$ cat config.mk
export PLATFORM = sky130hd
export DESIGN_NAME = rps_match_scorer_flat
export DESIGN_NICKNAME = d
export VERILOG_FILES = /design/src/rtl/rps_match_scorer_if.sv /design/src/rtl/rps_match_scorer.sv /design/src/flat_wrapper.sv
export SDC_FILE = /design/constraint.sdc
export NUM_CORES = 1
export LEC_CHECK = 0
export BUFFER_PORTS_ARGS = -buffer_cell sky130_fd_sc_hd__buf_2
export CAP_MARGIN = 20
export CORE_MARGIN = 3
export CORE_UTILIZATION = 40
export DETAILED_ROUTE_END_ITERATION = 8
export PLACE_DENSITY_LB_ADDON = 0.1
export SKIP_CTS_REPAIR_TIMING = 1
export SLEW_MARGIN = 40
export SYNTH_ARGS = -nofsm -noshare
export SYNTH_HDL_FRONTEND = slang
export SYNTH_SLANG_ARGS = --single-unit
$ cat constraint.sdc
create_clock -name clock -period 1.4 [get_ports clock]
set_input_delay 0.35 -clock clock [delete_from_list [all_inputs] [get_ports clock]]
set_output_delay 0.35 -clock clock [all_outputs]
set_load 0.01 [all_outputs]
$ cat src/rtl/rps_match_scorer_if.sv
// Round handshake between the rock-paper-scissors judge and the match scorer:
// one-hot verdict qualified by round_valid, with acceptance and rejection feedback.
interface rps_match_scorer_if;
  logic round_valid;
  logic p1wins;
  logic p2wins;
  logic tied;
  logic round_ready;
  logic bad_round;

  modport master (
    output round_valid,
    output p1wins,
    output p2wins,
    output tied,
    input  round_ready,
    input  bad_round
  );

  modport slave (
    input  round_valid,
    input  p1wins,
    input  p2wins,
    input  tied,
    output round_ready,
    output bad_round
  );
endinterface

$ cat src/rtl/rps_match_scorer.sv
// First-to-N scorekeeper fed by the RPS judge; holds the result until a new start.
// Optional RPS_TIE_LIMIT_EN adds a draw once MAX_ROUNDS legal rounds pass with no champion.
module rps_match_scorer #(
  parameter int WINS_TO_MATCH = 3,
  parameter int SCORE_W       = 3,
  parameter int ROUND_W       = 4,
  parameter int MAX_ROUNDS    = 15
) (
  input  logic               clock,
  input  logic               reset_n,
  input  logic               start,
  rps_match_scorer_if.slave  bus,
  output logic [SCORE_W-1:0] p1_score,
  output logic [SCORE_W-1:0] p2_score,
  output logic [SCORE_W-1:0] tie_count,
  output logic [ROUND_W-1:0] round_count,
  output logic               match_over,
  output logic               p1_champ,
  output logic               p2_champ,
  output logic               match_draw
);

  typedef enum logic [1:0] {IDLE, PLAY, DONE} state_t;

  localparam logic [SCORE_W-1:0] WIN_TARGET = SCORE_W'(WINS_TO_MATCH);
  localparam logic [SCORE_W-1:0] TIE_SAT    = '1;
  localparam logic [ROUND_W-1:0] ROUND_SAT  = '1;

  state_t state, state_n;

  logic               round_ready_q, bad_round_q;
  logic               legal, take_round;
  logic               p1_hit, p2_hit, limit_hit;
  logic [SCORE_W-1:0] p1_inc, p2_inc, tie_inc;
  logic [ROUND_W-1:0] round_inc;

  logic [SCORE_W-1:0] p1_score_n, p2_score_n, tie_count_n;
  logic [ROUND_W-1:0] round_count_n;
  logic               round_ready_n, bad_round_n, match_over_n;
  logic               p1_champ_n, p2_champ_n, match_draw_n;

  assign bus.round_ready = round_ready_q;
  assign bus.bad_round   = bad_round_q;

  assign legal = (bus.p1wins & ~bus.p2wins & ~bus.tied) |
                 (~bus.p1wins & bus.p2wins & ~bus.tied) |
                 (~bus.p1wins & ~bus.p2wins & bus.tied);

  // start wins over a same-cycle verdict, so that round is simply dropped
  assign take_round = (state == PLAY) & bus.round_valid & ~start;

  assign p1_inc    = p1_score + SCORE_W'(1);
  assign p2_inc    = p2_score + SCORE_W'(1);
  assign tie_inc   = (tie_count == TIE_SAT) ? tie_count : tie_count + SCORE_W'(1);
  assign round_inc = (round_count == ROUND_SAT) ? round_count : round_count + ROUND_W'(1);

  assign p1_hit = take_round & legal & bus.p1wins & (p1_inc == WIN_TARGET);
  assign p2_hit = take_round & legal & bus.p2wins & (p2_inc == WIN_TARGET);

`ifdef RPS_TIE_LIMIT_EN
  localparam logic [ROUND_W-1:0] ROUND_LIMIT = ROUND_W'(MAX_ROUNDS);
  // A champion on the limit round outranks the draw
  assign limit_hit = take_round & legal & ~p1_hit & ~p2_hit & (round_inc == ROUND_LIMIT);
`else
  localparam int unused_max_rounds = MAX_ROUNDS;
  assign limit_hit = 1'b0;
`endif

  always_ff @(posedge clock or negedge reset_n) begin
    if (!reset_n) begin
      state         <= IDLE;
      p1_score      <= '0;
      p2_score      <= '0;
      tie_count     <= '0;
      round_count   <= '0;
      round_ready_q <= 1'b0;
      bad_round_q   <= 1'b0;
      match_over    <= 1'b0;
      p1_champ      <= 1'b0;
      p2_champ      <= 1'b0;
      match_draw    <= 1'b0;
    end else begin
      state         <= state_n;
      p1_score      <= p1_score_n;
      p2_score      <= p2_score_n;
      tie_count     <= tie_count_n;
      round_count   <= round_count_n;
      round_ready_q <= round_ready_n;
      bad_round_q   <= bad_round_n;
      match_over    <= match_over_n;
      p1_champ      <= p1_champ_n;
      p2_champ      <= p2_champ_n;
      match_draw    <= match_draw_n;
    end
  end

  always_comb begin
    state_n = state;
    if (start) begin
      state_n = PLAY;
    end else if (p1_hit | p2_hit | limit_hit) begin
      state_n = DONE;
    end
  end

  // Registered outputs are derived from next state so they line up with it
  always_comb begin
    p1_score_n    = p1_score;
    p2_score_n    = p2_score;
    tie_count_n   = tie_count;
    round_count_n = round_count;
    p1_champ_n    = p1_champ;
    p2_champ_n    = p2_champ;
    match_draw_n  = match_draw;
    bad_round_n   = 1'b0;
    if (start) begin
      p1_score_n    = '0;
      p2_score_n    = '0;
      tie_count_n   = '0;
      round_count_n = '0;
      p1_champ_n    = 1'b0;
      p2_champ_n    = 1'b0;
      match_draw_n  = 1'b0;
    end else if (take_round) begin
      if (legal) begin
        if (bus.p1wins) p1_score_n = p1_inc;
        if (bus.p2wins) p2_score_n = p2_inc;
        if (bus.tied)   tie_count_n = tie_inc;
        round_count_n = round_inc;
        p1_champ_n    = p1_hit;
        p2_champ_n    = p2_hit;
        match_draw_n  = limit_hit;
      end else begin
        bad_round_n = 1'b1;
      end
    end
    round_ready_n = (state_n == PLAY);
    match_over_n  = (state_n == DONE);
  end

endmodule
$ cat src/flat_wrapper.sv
// flat-port wrapper written by rule: the top's interface ports become plain ports
module rps_match_scorer_flat 
#(
  parameter int WINS_TO_MATCH = 3,
  parameter int SCORE_W       = 3,
  parameter int ROUND_W       = 4,
  parameter int MAX_ROUNDS    = 15
)
  (clock, reset_n, start, p1_score, p2_score, tie_count, round_count, match_over, p1_champ, p2_champ, match_draw, bus_round_valid, bus_p1wins, bus_p2wins, bus_tied, bus_round_ready, bus_bad_round);
  rps_match_scorer_if bus_i ();
  input  logic clock;
  input  logic reset_n;
  input  logic start;
  output logic [SCORE_W-1:0] p1_score;
  output logic [SCORE_W-1:0] p2_score;
  output logic [SCORE_W-1:0] tie_count;
  output logic [ROUND_W-1:0] round_count;
  output logic match_over;
  output logic p1_champ;
  output logic p2_champ;
  output logic match_draw;
  input wire logic [$bits(bus_i.round_valid)-1:0] bus_round_valid;
  input wire logic [$bits(bus_i.p1wins)-1:0] bus_p1wins;
  input wire logic [$bits(bus_i.p2wins)-1:0] bus_p2wins;
  input wire logic [$bits(bus_i.tied)-1:0] bus_tied;
  output wire logic [$bits(bus_i.round_ready)-1:0] bus_round_ready;
  output wire logic [$bits(bus_i.bad_round)-1:0] bus_bad_round;
  assign bus_i.round_valid = bus_round_valid;
  assign bus_i.p1wins = bus_p1wins;
  assign bus_i.p2wins = bus_p2wins;
  assign bus_i.tied = bus_tied;
  assign bus_round_ready = bus_i.round_ready;
  assign bus_bad_round = bus_i.bad_round;
  rps_match_scorer #(.WINS_TO_MATCH(WINS_TO_MATCH), .SCORE_W(SCORE_W), .ROUND_W(ROUND_W), .MAX_ROUNDS(MAX_ROUNDS)) u_core (.clock(clock), .reset_n(reset_n), .start(start), .bus(bus_i), .p1_score(p1_score), .p2_score(p2_score), .tie_count(tie_count), .round_count(round_count), .match_over(match_over), .p1_champ(p1_champ), .p2_champ(p2_champ), .match_draw(match_draw));
endmodule
==> results.cfg, run 1 <==
[global_routing]
grt_pass1_wl_mm = 4.10
grt_max_degree = 21
antenna_found_initial = 0
grt-ovfl-total = 0
grt_pass1_vias = 928
grt_usage_pct = 16.0

[routing]
wl_per_cell_um = 13.8
ant_nets = 0
wl_mm = 2.48
viasPerCell = 5.13
drc = 0
first_iter_violations = 12
num_vias = 919
drt_pass1_iterations = 4

[setup_path]
crit_path_cell_trace = ha_2 -> ha_4 -> nor4b_4 -> nand2_2 -> xor2_1 -> nor2_1
cp-end-kind = flip-flop
crit_slowest_cell = dfrtp_1
cp.required_ns = 1.60
worstPathMaxFanout = 3
cp-start-kind = flip-flop
r2r-start = u_core.tie_count[1]
critPathKind = reg -> reg
critPathArrivalTime_ns = 1.68
startpoint = u_core.tie_count[1]
cp_slowest_stage_delay_ns = 0.42

[synthesis]
synth_edf_count = 0
yosysSeqAreaShare_pct = 46.6
syn_nets = 119
synthFlopType = dfrtp_1
ys_types = 33
synth-seq-cells = 20
synthArstFlopShare_pct = 100
syn_avg_cell_area_um2 = 10.2
synth_warnings = 0
syn_inst = 105
synth_area_um2 = 1070

[sta]
slew_viol_final = 0
setup_viol = 7
rsz0062_at_grt = yes
hold_violations = 0
final.setup_skew_ns = 0.00377
fin_ws_ns = -0.0868
fmax_mhz = 673
finalCritPeriodShare_pct = 106
layout_min_cycle_time_ns = 1.49

[pwr]
power.density_nw_per_um2 = 806
p_int_uw = 956
total_power_mw = 1.24
worst_ir_drop_vdd_mv = 0.722
p_leak_nw = 0.758
p_comb_share_pct = 14.0
clkPwrFrac_pct = 38.2
seqPwrFrac_pct = 47.8
p_sw_share_pct = 23.1
p_switching_uw = 287

[floorplan]
ioPinCount = 26
core-area_um2 = 2520
start_util_pct = 42.6
num_rows = 18
die_w_um = 57.8
die_area_um2 = 3340
dieHeight_um = 57.8

[clock_tree]
cts.reportedPaths.clkPinSlew_ns = 0.12
cts.sinks = 20
cts_tree = done
clk_latency_ns = 0.30
cts_buffer_depth = 2
clockRootBuffer = clkbuf_4
cts_buffers = 3
ctsHtreeMaxLevel = 1

[cells_and_area]
nets = 164
final_common_cell = buf_2
fillerInstances = 232
diodes = 0
layout-drive-gt1-share_pct = 47.0
final_cell_mix = 24 x buf_2, 20 x dfrtp_1, 16 x buf_4, 10 x nor2_1, 9 x a21oi_1
final_util_pct = 61.2
syn_to_final_growth_pct = 43.5
fin_area_um2 = 1540

[hold_path]
hold_path.class = in -> reg
min-delay-start = bus_round_valid

[placement]
gp_congestion = 0.791
portBuffers = 24
hpwl_mm = 1.85
place_ws_ns = -0.133
place_area_um2 = 1370

[outcome]
outcome = finished, violations left
violations = setup timing

[flow_run]
cap_violations = 0
-- layer usage --
layer / track usage [%] / routed length [um] / up-vias
li1: - / - / 445
met1: 18.7 / 1070 / 448
met2: 28.2 / 1260 / 20
met3: 2.45 / 97 / 6
met4: 7.62 / 46 / 0
met5: 0 / 0 / -
-- sequential cells by signal, summed over array words and instances (netlist names) --
register / flops
u_core.p1_score: 3
u_core.state: 2
u_core.bus.bad_round: 1
u_core.match_over: 1
u_core.p2_champ: 1
u_core.p1_champ: 1
u_core.p2_score: 3
u_core.bus.round_ready: 1
u_core.tie_count: 3
u_core.round_count: 4
-- critical path, delay by kind of cell, from the launching register on --
family / cells / cell delay [ns]
xor+xnor: 1 / 0.18
fa+ha+maj: 2 / 0.39
flops: 1 / 0.42
simple gates: 3 / 0.39
-- per-stage QoR --
stage / TNS, ns / instances / hold WS (ns)
floorplan: -0.0450 / 105 / 0.0544
global placement: -0.619 / 172 / 0.325
detailed placement: -1.28 / 172 / 0.327
CTS: -1.07 / 176 / -0.0144
global route: -1.16 / 179 / 0.235
finish: -0.356 / 179 / 0.255
-- kinds of logic after synthesis --
kind of cell | count (synthesis) | synth area share [%]
XOR/XNOR | 7 | 5.70
buffers and inverters | 10 | 4.08
adder cells (fa/ha/maj) | 7 | 8.15
flip-flops | 20 | 46.6
AO/OA/AOI/OAI | 19 | 12.8
multiplexers | 6 | 5.70
other | 1 | 0.349
AND/OR/NAND/NOR | 35 | 16.6
-- layout make-up --
type	instances	area, um^2	area share, %
Tap cell	30	37.5	2.43
Timing Repair Buffer	45	295	19.1
Multi-Input combinational cell	75	638	41.4
Inverter	5	18.8	1.22
Clock buffer	3	22.5	1.46
Sequential cell	20	500	32.4
Clock inverter	1	30.0	1.95
-- power by group through the flow --
stage	Clock, mW	Sequential [mW]	Combinational, mW
after floorplan	0	0.611	0.0773
after global placement	0	0.605	0.150
after detailed placement	0	0.605	0.154
after CTS	0.488	0.594	0.155
after global routing	0.507	0.596	0.191
final	0.475	0.594	0.174
-- Yosys cell counts, drive strengths merged, types with 3 or more instances --
library cell / number / area share [%]
a21oi: 10 / 4.7
buf: 3 / 1.6
dfrtp: 20 / 47
ha: 7 / 8.1
inv: 5 / 1.7
mux2i: 5 / 4.7
nand2: 8 / 2.8
nand3: 3 / 1.4
nor2: 10 / 3.5
or2: 3 / 1.7
xnor2: 4 / 3.3
xor2: 3 / 2.4
-- worst paths after layout --
path | to | slack [ns] | depth (start not counted)
max in group asynchronous | u_core.p1_score[1] | 0.58 | 2
setup reg to reg | u_core.tie_count[0] | -0.09 | 6
setup / recovery | u_core.tie_count[0] | -0.09 | 6
hold reg to reg | u_core.p2_champ | 0.52 | 2
hold / removal | u_core.bus.round_ready | 0.26 | 2
min in group asynchronous | u_core.p2_score[0] | 0.51 | 2
No activity file was read; power rests on OpenSTA's default activity.
==> inputs of run 2 (changes only) <==
Settings changed: REMOVE_ABC_BUFFERS from default to 1.
==> run 2 against run 1 <==
  * The run still ends with setup timing left
  * Largest power group unchanged
  * Global-route usage shrank 1.6 points
  * Cell count grew 0.56%
  * Register-to-register slack is essentially flat
  * Non-clock buffer count grew 1
==> results.cfg, run 2 (synthesized netlist as in run 1, its figures left out) <==
[routing]
drc = 0
wl_per_cell_um = 12.7
wl_mm = 2.29
drt_pass1_iterations = 4
ant_nets = 0
first_iter_violations = 23
num_vias = 878
viasPerCell = 4.88

[setup_path]
cp-end-kind = flip-flop
worstPathMaxFanout = 3
critPathKind = reg -> reg
r2r_end = u_core.tie_count[1]
r2r-start = u_core.tie_count[1]
rr_worst_depth = 6
cp-start-kind = flip-flop
critPathArrivalTime_ns = 1.69
cp.required_ns = 1.60
r2r_slack_ns = -0.08

[sta]
hold_slack_ns = 0.311
hold_violations = 0
slew_viol_final = 0
fin_ws_ns = -0.0848
final.setup_skew_ns = 0.00928
fmax_mhz = 673
finalCritPeriodShare_pct = 106
setup_viol = 4
rsz0062_at_grt = yes
layout_min_cycle_time_ns = 1.48

[cells_and_area]
largest-register = u_core.round_count
diodes = 0
final_common_cell = buf_2
largest_reg_flops = 4
layout-drive-gt1-share_pct = 45.3
fin_area_um2 = 1540
instances_no_fill = 180
syn_to_final_growth_pct = 43.2
final_cell_mix = 24 x buf_2, 20 x dfrtp_1, 17 x buf_4, 10 x nor2_1
nets = 165

[placement]
place_inst = 174
portBuffers = 24
place_area_um2 = 1360
gp_congestion = 0.755
hpwl_mm = 1.66

[floorplan]
die_w_um = 57.8
die_area_um2 = 3340
dieHeight_um = 57.8
num_rows = 18
ioPinCount = 26
core-area_um2 = 2520
start_util_pct = 42.6

[flow_run]
cap_violations = 0

[global_routing]
grt_pass1_wl_mm = 3.70
busiest_layer = met2
met3_usage_pct = 2.00
grt_use_met1_pct = 19.7
grt_usage_pct = 14.4
grt_max_degree = 21
grt-ovfl-total = 0
grt.met2_usage_pct = 22.9
antenna_found_initial = 0
grt_pass1_vias = 862

[clock_tree]
cts.reportedPaths.clkPinSlew_ns = 0.13
clk_latency_ns = 0.30
cts_tree = done
ctsHtreeMaxLevel = 1
clockRootBuffer = clkbuf_4
cts.sinks = 20
cts_buffer_depth = 2
cts_buffers = 3

[pwr]
p_leak_nw = 0.763
power.density_nw_per_um2 = 810
worst_ir_drop_vdd_mv = 0.573

[outcome]
violations = setup timing
outcome = finished, violations left

[hold_path]
hold_end = u_core.bus.round_ready
holdPathStages = 3
hold_path.class = in -> reg
min-delay-start = bus_round_valid
-- run 2: worst max path at each step --
stage | from | slack, ns | depth (start not counted) | endpoint
floorplan | u_core.state[1] | -0.09 | 4 | u_core.round_count[0]
global placement | bus_p1wins | -0.16 | 5 | u_core.round_count[0]
detailed placement | bus_p1wins | -0.24 | 5 | u_core.round_count[0]
CTS | u_core.tie_count[0] | -0.11 | 6 | u_core.tie_count[0]
global route | u_core.tie_count[1] | -0.22 | 6 | u_core.tie_count[2]
finish | u_core.tie_count[1] | -0.08 | 6 | u_core.tie_count[1]
-- run 2: final cells by class --
| cell class | count | area [um^2] |
|---|---|---|
| Timing Repair Buffer | 46 | 303 |
| Fill cell | 234 | 983 |
| Sequential cell | 20 | 500 |
| Multi-Input combinational cell | 75 | 627 |
| Clock inverter | 1 | 30.0 |
| Tap cell | 30 | 37.5 |
| Inverter | 5 | 18.8 |
| Clock buffer | 3 | 22.5 |
-- run 2: metrics by stage --
stage / utilization (%) / total power [mW] / setup TNS, ns / setup WS (ns)
floorplan: - / 0.663 / -0.338 / -0.0860
CTS: 55.9 / 1.23 / -0.729 / -0.112
detailed placement: 53.8 / 0.752 / -1.52 / -0.238
global route: 61.0 / 1.30 / -1.11 / -0.222
finish: 61.0 / 1.25 / -0.290 / -0.0848
global placement: 53.8 / 0.749 / -0.925 / -0.159
-- run 2: power breakdown --
| part | switching [mW] | internal, mW |
|---|---|---|
| Combinational | 0.0932 | 0.0815 |
| Clock | 0.190 | 0.289 |
| Sequential | 0.00622 | 0.587 |
| Total | 0.289 | 0.958 |
-- run 2: critical path, stage by stage, from the launching register on --
cell and delay (ns):
dfrtp_1 0.40, ha_2 0.20, ha_4 0.16, nor4b_4 0.28, nand2_2 0.13, mux2i_1 0.16
nor2_1 0.06
-- run 2: per-layer routing --
metal | up-vias | wire, um
li1 | 450 | -
met1 | 403 | 1100
met2 | 21 | 1070
met3 | 4 | 91
met4 | 0 | 31
met5 | - | 0
